--- src/rtl/ifetch_pc_unit_pkg.sv ---
// Shared fetch-side constants: FSM encoding, reset PC default, npc result type.
package ifetch_pc_unit_pkg;

    localparam int PC_W = 32;

    // FSM encoding (legacy-compatible constants)
    localparam logic [1:0] ST_BOOT = 2'd0;
    localparam logic [1:0] ST_RUN  = 2'd1;
    localparam logic [1:0] ST_HALT = 2'd2;
    localparam logic [1:0] ST_TRAP = 2'd3;

    localparam logic [PC_W-1:0] RESET_PC_DEFAULT   = 32'h0000_0000;
    localparam int              IMEM_WORDS_DEFAULT = 128;

    // Result of next-pc selection for one cycle
    typedef struct packed {
        logic [PC_W-1:0] npc;          // candidate next pc
        logic            load;         // candidate is legal and should be loaded
        logic            misalign;     // candidate attempted but bits [1:0] != 0
        logic            out_of_range; // candidate attempted but >= imem byte size
    } npc_res_t;

    // One-past-last legal byte address, kept 33 bits wide so 32-bit wrap compares correctly
    function automatic logic [PC_W:0] imem_limit(input int words);
        return 33'(words) << 2;
    endfunction

endpackage

--- src/rtl/ifetch_pc_unit_if.sv ---
// Control/redirect inputs and fetch-status outputs of the pc unit.
interface ifetch_pc_unit_if;

    logic        stall;
    logic        br_taken;
    logic [31:0] br_target;
    logic        jump;
    logic [31:0] jump_target;
    logic        halt_req;
    logic        resume;

    logic [31:0] pc;
    logic [31:0] pc_plus4;
    logic        fetch_valid;
    logic        trap_misalign;
    logic        trap_range;
    logic [1:0]  state;
    logic [31:0] fetch_count;

    // Pipeline control side
    modport master (
        output stall, br_taken, br_target, jump, jump_target, halt_req, resume,
        input  pc, pc_plus4, fetch_valid, trap_misalign, trap_range, state, fetch_count
    );

    // pc unit side
    modport slave (
        input  stall, br_taken, br_target, jump, jump_target, halt_req, resume,
        output pc, pc_plus4, fetch_valid, trap_misalign, trap_range, state, fetch_count
    );

endinterface

--- src/rtl/npc_select.sv ---
// Combinational next-pc priority mux plus alignment/range legality check.
module npc_select
    import ifetch_pc_unit_pkg::*;
#(
    parameter int IMEM_WORDS = IMEM_WORDS_DEFAULT
) (
    input  logic [31:0] pc_i,
    input  logic        halt_req_i,
    input  logic        stall_i,
    input  logic        jump_i,
    input  logic [31:0] jump_target_i,
    input  logic        br_taken_i,
    input  logic [31:0] br_target_i,
    output logic [31:0] pc_plus4_o,
    output npc_res_t    res_o
);

    localparam logic [32:0] LIMIT = imem_limit(IMEM_WORDS);

    logic [32:0] seq_sum;
    logic [32:0] cand;
    logic        advance;
    logic        mis;
    logic        oor;

    // Carry bit kept so a wrap of pc+4 shows up as out of range
    assign seq_sum    = {1'b0, pc_i} + 33'd4;
    assign pc_plus4_o = seq_sum[31:0];

    // Candidate selection: jump beats branch beats sequential
    always_comb begin
        cand = seq_sum;
        if (jump_i)
            cand = {1'b0, jump_target_i};
        else if (br_taken_i)
            cand = {1'b0, br_target_i};
    end

    // halt_req and stall both suppress any advance
    assign advance = !halt_req_i && !stall_i;
    assign mis     = advance && (cand[1:0] != 2'b00);
    assign oor     = advance && (cand >= LIMIT);

    // Pack result for the FSM
    always_comb begin
        res_o              = '0;
        res_o.npc          = cand[31:0];
        res_o.misalign     = mis;
        res_o.out_of_range = oor;
        res_o.load         = advance && !mis && !oor;
    end

endmodule

--- src/rtl/ifetch_pc_unit.sv ---
// Fetch pc unit: BOOT/RUN/HALT/TRAP FSM, pc register, sticky traps, fetch counter.
module ifetch_pc_unit
    import ifetch_pc_unit_pkg::*;
#(
    parameter logic [31:0] RESET_PC   = RESET_PC_DEFAULT,
    parameter int          IMEM_WORDS = IMEM_WORDS_DEFAULT
) (
    input  logic              clk,
    input  logic              rst,
    ifetch_pc_unit_if.slave   bus
);

    // A misconfigured reset pc would trap or fetch garbage on the first cycle
    if ((RESET_PC[1:0] != 2'b00) || ({1'b0, RESET_PC} >= imem_limit(IMEM_WORDS))) begin : g_bad_reset_pc
        $error("ifetch_pc_unit: RESET_PC must be word-aligned and inside instruction memory");
    end

    logic [1:0]  state_q, state_d;
    logic [31:0] pc_q, pc_d;
    logic [31:0] cnt_q, cnt_d;
    logic        mis_q, mis_d;
    logic        oor_q, oor_d;
    npc_res_t    res;
    logic [31:0] pc_plus4;

    npc_select #(
        .IMEM_WORDS (IMEM_WORDS)
    ) u_npc_select (
        .pc_i          (pc_q),
        .halt_req_i    (bus.halt_req),
        .stall_i       (bus.stall),
        .jump_i        (bus.jump),
        .jump_target_i (bus.jump_target),
        .br_taken_i    (bus.br_taken),
        .br_target_i   (bus.br_target),
        .pc_plus4_o    (pc_plus4),
        .res_o         (res)
    );

    // Next-state: FSM transitions, pc load, trap capture and saturating count
    always_comb begin
        state_d = state_q;
        pc_d    = pc_q;
        cnt_d   = cnt_q;
        mis_d   = mis_q;
        oor_d   = oor_q;
        case (state_q)
            ST_BOOT: state_d = ST_RUN;
            ST_RUN: begin
                if (bus.halt_req) begin
                    state_d = ST_HALT;
                end else if (res.misalign || res.out_of_range) begin
                    state_d = ST_TRAP;
                    mis_d   = mis_q | res.misalign;
                    oor_d   = oor_q | res.out_of_range;
                end else if (res.load) begin
                    pc_d = res.npc;
                    if (cnt_q != 32'hFFFF_FFFF)
                        cnt_d = cnt_q + 32'd1;
                end
            end
            ST_HALT: begin
                // halt_req wins over a simultaneous resume
                if (!bus.halt_req && bus.resume)
                    state_d = ST_RUN;
            end
            default: ;  // TRAP absorbs until reset
        endcase
    end

    // State registers with synchronous reset
    always_ff @(posedge clk) begin
        if (rst) begin
            state_q <= ST_BOOT;
            pc_q    <= RESET_PC;
            cnt_q   <= 32'd0;
            mis_q   <= 1'b0;
            oor_q   <= 1'b0;
        end else begin
            state_q <= state_d;
            pc_q    <= pc_d;
            cnt_q   <= cnt_d;
            mis_q   <= mis_d;
            oor_q   <= oor_d;
        end
    end

    assign bus.pc            = pc_q;
    assign bus.pc_plus4      = pc_plus4;
    assign bus.fetch_valid   = (state_q == ST_RUN) && !bus.stall;
    assign bus.trap_misalign = mis_q;
    assign bus.trap_range    = oor_q;
    assign bus.state         = state_q;
    assign bus.fetch_count   = cnt_q;

endmodule

--- src/flat_wrapper.sv ---
// flat-port wrapper written by rule: the top's interface ports become plain ports
module ifetch_pc_unit_flat import ifetch_pc_unit_pkg::*;
#(
    parameter logic [31:0] RESET_PC   = RESET_PC_DEFAULT,
    parameter int          IMEM_WORDS = IMEM_WORDS_DEFAULT
)
  (clk, rst, bus_stall, bus_br_taken, bus_br_target, bus_jump, bus_jump_target, bus_halt_req, bus_resume, bus_pc, bus_pc_plus4, bus_fetch_valid, bus_trap_misalign, bus_trap_range, bus_state, bus_fetch_count);
  ifetch_pc_unit_if bus_i ();
  input  logic clk;
  input  logic rst;
  input wire logic [$bits(bus_i.stall)-1:0] bus_stall;
  input wire logic [$bits(bus_i.br_taken)-1:0] bus_br_taken;
  input wire logic [$bits(bus_i.br_target)-1:0] bus_br_target;
  input wire logic [$bits(bus_i.jump)-1:0] bus_jump;
  input wire logic [$bits(bus_i.jump_target)-1:0] bus_jump_target;
  input wire logic [$bits(bus_i.halt_req)-1:0] bus_halt_req;
  input wire logic [$bits(bus_i.resume)-1:0] bus_resume;
  output wire logic [$bits(bus_i.pc)-1:0] bus_pc;
  output wire logic [$bits(bus_i.pc_plus4)-1:0] bus_pc_plus4;
  output wire logic [$bits(bus_i.fetch_valid)-1:0] bus_fetch_valid;
  output wire logic [$bits(bus_i.trap_misalign)-1:0] bus_trap_misalign;
  output wire logic [$bits(bus_i.trap_range)-1:0] bus_trap_range;
  output wire logic [$bits(bus_i.state)-1:0] bus_state;
  output wire logic [$bits(bus_i.fetch_count)-1:0] bus_fetch_count;
  assign bus_i.stall = bus_stall;
  assign bus_i.br_taken = bus_br_taken;
  assign bus_i.br_target = bus_br_target;
  assign bus_i.jump = bus_jump;
  assign bus_i.jump_target = bus_jump_target;
  assign bus_i.halt_req = bus_halt_req;
  assign bus_i.resume = bus_resume;
  assign bus_pc = bus_i.pc;
  assign bus_pc_plus4 = bus_i.pc_plus4;
  assign bus_fetch_valid = bus_i.fetch_valid;
  assign bus_trap_misalign = bus_i.trap_misalign;
  assign bus_trap_range = bus_i.trap_range;
  assign bus_state = bus_i.state;
  assign bus_fetch_count = bus_i.fetch_count;
  ifetch_pc_unit #(.RESET_PC(RESET_PC), .IMEM_WORDS(IMEM_WORDS)) u_core (.clk(clk), .rst(rst), .bus(bus_i));
endmodule
--- config.mk ---
export PLATFORM = sky130hd
export DESIGN_NAME = ifetch_pc_unit_flat
export DESIGN_NICKNAME = d
export VERILOG_FILES = /design/src/rtl/ifetch_pc_unit_pkg.sv /design/src/rtl/ifetch_pc_unit_if.sv /design/src/rtl/npc_select.sv /design/src/rtl/ifetch_pc_unit.sv /design/src/flat_wrapper.sv
export SDC_FILE = /design/constraint.sdc
export NUM_CORES = 1
export LEC_CHECK = 0
export CORE_AREA = 2 2 102 104
export CTS_BUF_LIST = sky130_fd_sc_hd__clkbuf_8
export DETAILED_ROUTE_END_ITERATION = 8
export DIE_AREA = 0 0 104 106
export PLACE_DENSITY = 0.9
export SLEW_MARGIN = 20
export SYNTH_ARGS = -nofsm -noshare
export SYNTH_HDL_FRONTEND = slang
export SYNTH_SLANG_ARGS = --single-unit
--- constraint.sdc ---
create_clock -name clk -period 5.5 [get_ports clk]
set_input_delay 1.65 -clock clk [delete_from_list [all_inputs] [get_ports clk]]
set_output_delay 1.65 -clock clk [all_outputs]
set_load 0.005 [all_outputs]
---- Word-level counts from Yosys, hierarchy flattened ----
Cells that the tools add are included.
storage, ports and cells
  register bits ........................... 68
  bits of input ports ..................... 71
  output and inout port bits .............. 101
  word-level logic and storage cells ...... 42
cells by class
  add/sub/neg operators ................... 2
  order comparisons ....................... 1
  eq/ne operators ......................... 5
  mux-type cells .......................... 6
  bitwise gates (word level) .............. 4
  reduce and logical (&&, ||, !) cells .... 19
operator list
  operator                 count
  $mux W33                 2
  $add A32 B3 Y33 const B  1
  $ge A33 B10 Y1 const B   1
  $add A32 B1 Y32 const B  1
  $ne A32 B32 Y1 const B   1
  $logic_and A1 B1 Y1      7
  $mux W2                  3
  $pmux W2 S3              1
  $reduce_and A3 Y1        2
  $reduce_and A5 Y1        1
  $logic_not A1 Y1         4
  $reduce_and A4 Y1        1
  $ne A3 B2 Y1 const B     1
  $reduce_bool A3 Y1       1
  $eq A2 B1 Y1 const B     1
  $eq A2 B2 Y1 const B     1
  $logic_not A2 Y1         1
  $ne A2 B1 Y1 const B     1
  $not A1 Y1               2
  $or A1 B1 Y1             2
  $reduce_bool A2 Y1       1
  $logic_or A1 B1 Y1       1

---- Logic depth before layout (Yosys ltp) ----
  depth in word-level cells ............... 9
  depth in mapped cells ................... 14
  mapped depth without buffers ............ 10

---- Hierarchy ----
A second synthesis with hierarchy kept.
unflattened totals
  cell total of the unflattened synthesis .. 599
  area, all modules ....................... 4616.9 um2
modules (own cells, without submodules)
  module          times used  cells an instance  area each (um2)  seq. area each (um2)
  ifetch_pc_unit  1           348                2940.3           1361.3
  npc_select      1           251                1676.6           0.0

---- Worst setup path before layout ----
No wires, ideal clock.
  kind .................................... input to register
  start ................................... input bus_br_taken
  end ..................................... register u_core.pc_q[4], in the netlist u_core.bus.pc[4]
  library setup time ...................... 128 ps
  arrival ................................. 4227 ps
  slack ................................... 1145 ps
  cell stages on the path ................. 13
  path buffers ............................ 4
  cell sequence ........................... buf_2 clkinv_1 nor3_1 o31ai_1 or4_1 o41a_2 nand4_1 nand4bb_4 buf_6 buf_2 buf_2 mux2i_1 nor2_1
on the way
  cells in the longest elaborated chain, start to end .. 8
  elaborated cells between the ends (all ways) .. 13
  those cells by class .................... order compare: 1; mux: 2; bitwise: 1; reduce/logical: 9
RTL lines
  what                                                                    RTL line              text
  start, declared                                                         flat_wrapper.sv:12    input wire logic [$bits(bus_i.br_taken)-1:0] bus_br_taken;
  $mux W33 *                                                              npc_select.sv:35      else if (br_taken_i)
  $mux W33 *                                                              npc_select.sv:33      if (jump_i)
  parallel branches: the longest is 6 deep, another holds $ge A33 B10 Y1  n/a
  end signal, assigned                                                    ifetch_pc_unit.sv:81  pc_q <= pc_d;
  end, declared                                                           ifetch_pc_unit.sv:19  logic [31:0] pc_q, pc_d;
Mark *: on every way between the ends.
A chain may end at the register's enable or synchronous reset.

---- Final worst setup path ----
  start ................................... input bus_br_taken
  end ..................................... register u_core.cnt_q[17], in the netlist u_core.bus.fetch_count[17]
on the way
  cells in the longest elaborated chain, start to end .. 8
  elaborated cells between the ends (all ways) .. 13
  those cells by class .................... order compare: 1; mux: 2; bitwise: 1; reduce/logical: 9
RTL lines
  what                                                                    RTL line              text
  $mux W33 *                                                              npc_select.sv:35
  $mux W33 *                                                              npc_select.sv:33
  parallel branches: the longest is 5 deep, another holds $ge A33 B10 Y1  n/a
  $reduce_and A5 Y1 (no line) *                                           n/a
  end signal, assigned                                                    ifetch_pc_unit.sv:82  cnt_q <= cnt_d;
  end, declared                                                           ifetch_pc_unit.sv:20  logic [31:0] cnt_q, cnt_d;
Marked as above.

==> impl_metrics.csv <==
group,metric,value,unit
layout,final_util,0.616,
route,drt_iter0_drc,275,
critical_path,crit_path_cell_trace,"clkdlybuf4s50_1 > clkinv_1 > buf_4 > nand2_1 > o21ai_0 > o211ai_1 > o41a_2 > nand4_1 > nand4bb_4 > buf_4 > or4_1 > a21oi_1",
layout,layout-drive-gt1-share,0.0593,
timing,fin_crit_sh,0.918,
yosys,synth_area_leaders,"dfxtp_1 (33%), and2_1 (4.1%), nand4_1 (4.1%)",
yosys,synth_top_area_cell,"dfxtp_1",
grt,grt_first_pass_wirelength,23.1,mm
flow_run,drv_cap,0,
layout,antenna-diode-count,0,
clock_network,cts.sink_count,68,
place,portBuffers,171,
route,via_per_inst,5.92,
yosys,yosys_warnings,0,
clock_network,hold_buffers,0,
place,gp_routability_congestion,0.926,
grt,grt_start_max_net_pins,45,
clock_network,cts_tree,"yes",
place,dp.final_hpwl,11.1,mm
power_and_ir_drop,p_int,0.787,mW
grt,grt.total_usage,0.257,
route,drt_wl_total,14.5,mm
clock_network,cts.repair.resized,0,
yosys,synth_edf_count,0,
yosys,synth_cells,526,
layout,nets,759,
yosys,ys_types,63,
critical_path,cp_num_buf_inv,4,
clock_network,htreeDepth,3,
clock_network,clk_latency,0.35,ns
timing,hold_viol_final,0,
yosys,synth_top_area_frac,0.328,
route,route.detailed.wl_per_inst,17.6,µm
floorplan,core-area,0.0100,mm²
place,place_ws,0.178,ns
clock_network,cts_made_buffers,9,
grt,grt_overflow,0,
clock_network,root_buffer,"clkbuf_8",
run_status,status,"complete, no violations",
power_and_ir_drop,power_frac_clock,0.411,
power_and_ir_drop,power_frac_seq,0.474,
clock_network,cts_setup_buffers,0,
floorplan,io_pins,172,
critical_path,cp_data_arrival_time,5.33,ns
yosys,synthArstFlopShare,0,
critical_path,crit_type,"input pin to register",
route,drt_pre_antenna_iters,5,
timing,tns,0,ns
timing,worst_pin_slew,1.00,ns
power_and_ir_drop,power.leakage,2.21,nW
floorplan,rows,37,
timing,maxClockFrequency,0.198,GHz
yosys,seq_area_frac_synth,0.328,
power_and_ir_drop,switching_power,0.262,mW
critical_path,crit_required,5.78,ns
floorplan,fp.dieW,104,µm
yosys,ys.flop_type,"dfxtp_1",
critical_path,critPathMaxFanout,44,
clock_network,clk_path_buf_depth,2,
floorplan,dieArea,0.0110,mm²
power_and_ir_drop,ir_drop,0.105,mV
floorplan,die_y,106,µm
timing,setup_ws,0.449,ns
timing,setup_viol,0,
timing,slew_headroom,0.329,
critical_path,start_kind,"input pin",
power_and_ir_drop,power_frac_comb,0.115,
grt,grt_pass1_vias,4798,
critical_path,critPathCaptureType,"register",
route,postRouteAntennaNets,0,
timing,slew_viol_final,0,
layout,synthToLayoutAreaGrowth,48.3,%
yosys,ys_seq_elements,68,
critical_path,cp_top_family,"buffers and inverters",
yosys,avgSynthCellArea,7.89,µm²
yosys,synth_area,0.00415,mm²
grt,antenna_found_initial,0,
timing,fin_crit,5.05,ns
power_and_ir_drop,powerDensity,170,mW/mm²
timing,fin_skew,0.00721,ns
critical_path,cp_common_cell,"buf_4",
floorplan,initial_core_util,0.415,
timing,rsz0062_at_grt,"no",
worst_hold_path,hp-class,"register to register",
critical_path,critPathSlowestCell,"nand4bb_4",
yosys,syn_nets,599,
route,via_count,4898,
critical_path,slowest_delay,0.61,ns
route,drc,0,
power_and_ir_drop,switching_share,0.250,
clock_network,clkTransAtPathRegs,0.08,ns
tightest hold or removal path: stages, from the launching register on:
cell	delay [ns]
dfxtp_1	0.35
a21oi_1	0.05
nor2_1	0.07
registers in the layout, summed over array words and instances (netlist names):
register	flops
u_core.bus.fetch_count	32
u_core.bus.pc	32
u_core.bus.state	2
u_core.bus.trap_misalign	1
u_core.bus.trap_range	1
stage by stage:
stage                     cell area, µm²  total power [mW]  instances  hold slack, ns
final                               6160              1.05        827           0.500
after global routing                6160              1.08        827           0.530
after CTS                           6150              1.05        827           0.508
after detailed placement            5950             0.628        811           0.491
after global placement              5950             0.625        811           0.469
after floorplan                     4150             0.551        526           0.460
routing by layer:
metal | vias up | track usage | share of wire
met5 | - | 0 | 0
met4 | 0 | 0.154 | 0.040
met1 | 2269 | 0.274 | 0.37
met3 | 60 | 0.0742 | 0.096
met2 | 323 | 0.452 | 0.49
li1 | 2246 | - | -
layout by cell type (no fill, tap or decap), drive strengths merged, types with 20 or more instances in the layout:
cell type | Yosys | routed
a21oi | 31 | 31
or3 | 20 | 20
clkdlybuf4s50 | 0 | 171
and2 | 27 | 27
nand4 | 28 | 28
o21ai | 32 | 32
nand3 | 21 | 21
nor2 | 29 | 29
nand2 | 38 | 38
dfxtp | 68 | 68
cell families after synthesis:
| family | Yosys count | share of synthesized area |
|---|---|---|
| AND/OR/NAND/NOR | 260 | 0.357 |
| AO/OA/AOI/OAI | 108 | 0.166 |
| flip-flops | 68 | 0.328 |
| buffers and inverters | 48 | 0.0530 |
| XOR/XNOR | 27 | 0.0570 |
| multiplexers | 13 | 0.0325 |
| adder cells (fa/ha/maj) | 2 | 0.00603 |
power by group through the flow:
stage / sequential, mW / clock [mW] / combinational (mW)
finish: 0.497 / 0.430 / 0.121
global route: 0.498 / 0.454 / 0.128
CTS: 0.497 / 0.431 / 0.119
detailed placement: 0.509 / 0 / 0.119
global placement: 0.509 / 0 / 0.116
floorplan: 0.509 / 0 / 0.0428
cells in the mapped netlist (2+ instances only):
cell	number
a211oi_1	2
mux2_2	2
or2_2	4
or4_1	11
o311ai_0	2
o31a_1	3
and3_1	12
dfxtp_1	68
nor4_1	17
nand2b_1	14
nor2_1	29
clkbuf_1	20
a21oi_1	31
inv_1	15
nand3_1	21
buf_6	3
o21ba_1	2
nor3_1	18
nor2b_1	11
or3_1	20
o211ai_1	3
o31ai_1	9
nand4_1	27
and2_1	27
nand2_1	38
mux2_1	2
a221oi_1	3
mux2i_1	9
buf_4	3
ha_1	2
xor2_1	13
xnor2_1	14
o21ai_0	32
and4_1	2
o21a_1	4
buf_2	4
a2bb2oi_1	2
a31oi_1	2
path summary, 6_finish.rpt:
path	end	cells after the start	slack (ns)	startpoint
max	u_core.bus.fetch_count[17]$_SDFFE_PP0P_	12	0.45	bus_br_taken
min	u_core.bus.trap_misalign$_SDFFE_PP0P_	2	0.50	u_core.bus.trap_misalign$_SDFFE_PP0P_
max reg2reg	u_core.bus.fetch_count[17]$_SDFFE_PP0P_	11	1.23	u_core.bus.pc[2]$_SDFFE_PP0P_
min reg2reg	u_core.bus.trap_misalign$_SDFFE_PP0P_	2	0.50	u_core.bus.trap_misalign$_SDFFE_PP0P_
area by class of cell:
cell class | count | area, µm²
Clock buffer | 10 | 138
Clock inverter | 6 | 63.8
Fill cell | 876 | 3840
Inverter | 16 | 60.1
Multi-Input combinational cell | 410 | 2580
Sequential cell | 68 | 1360
Tap cell | 136 | 170
Timing Repair Buffer | 181 | 1790
(Power assumes the default switching activity.)
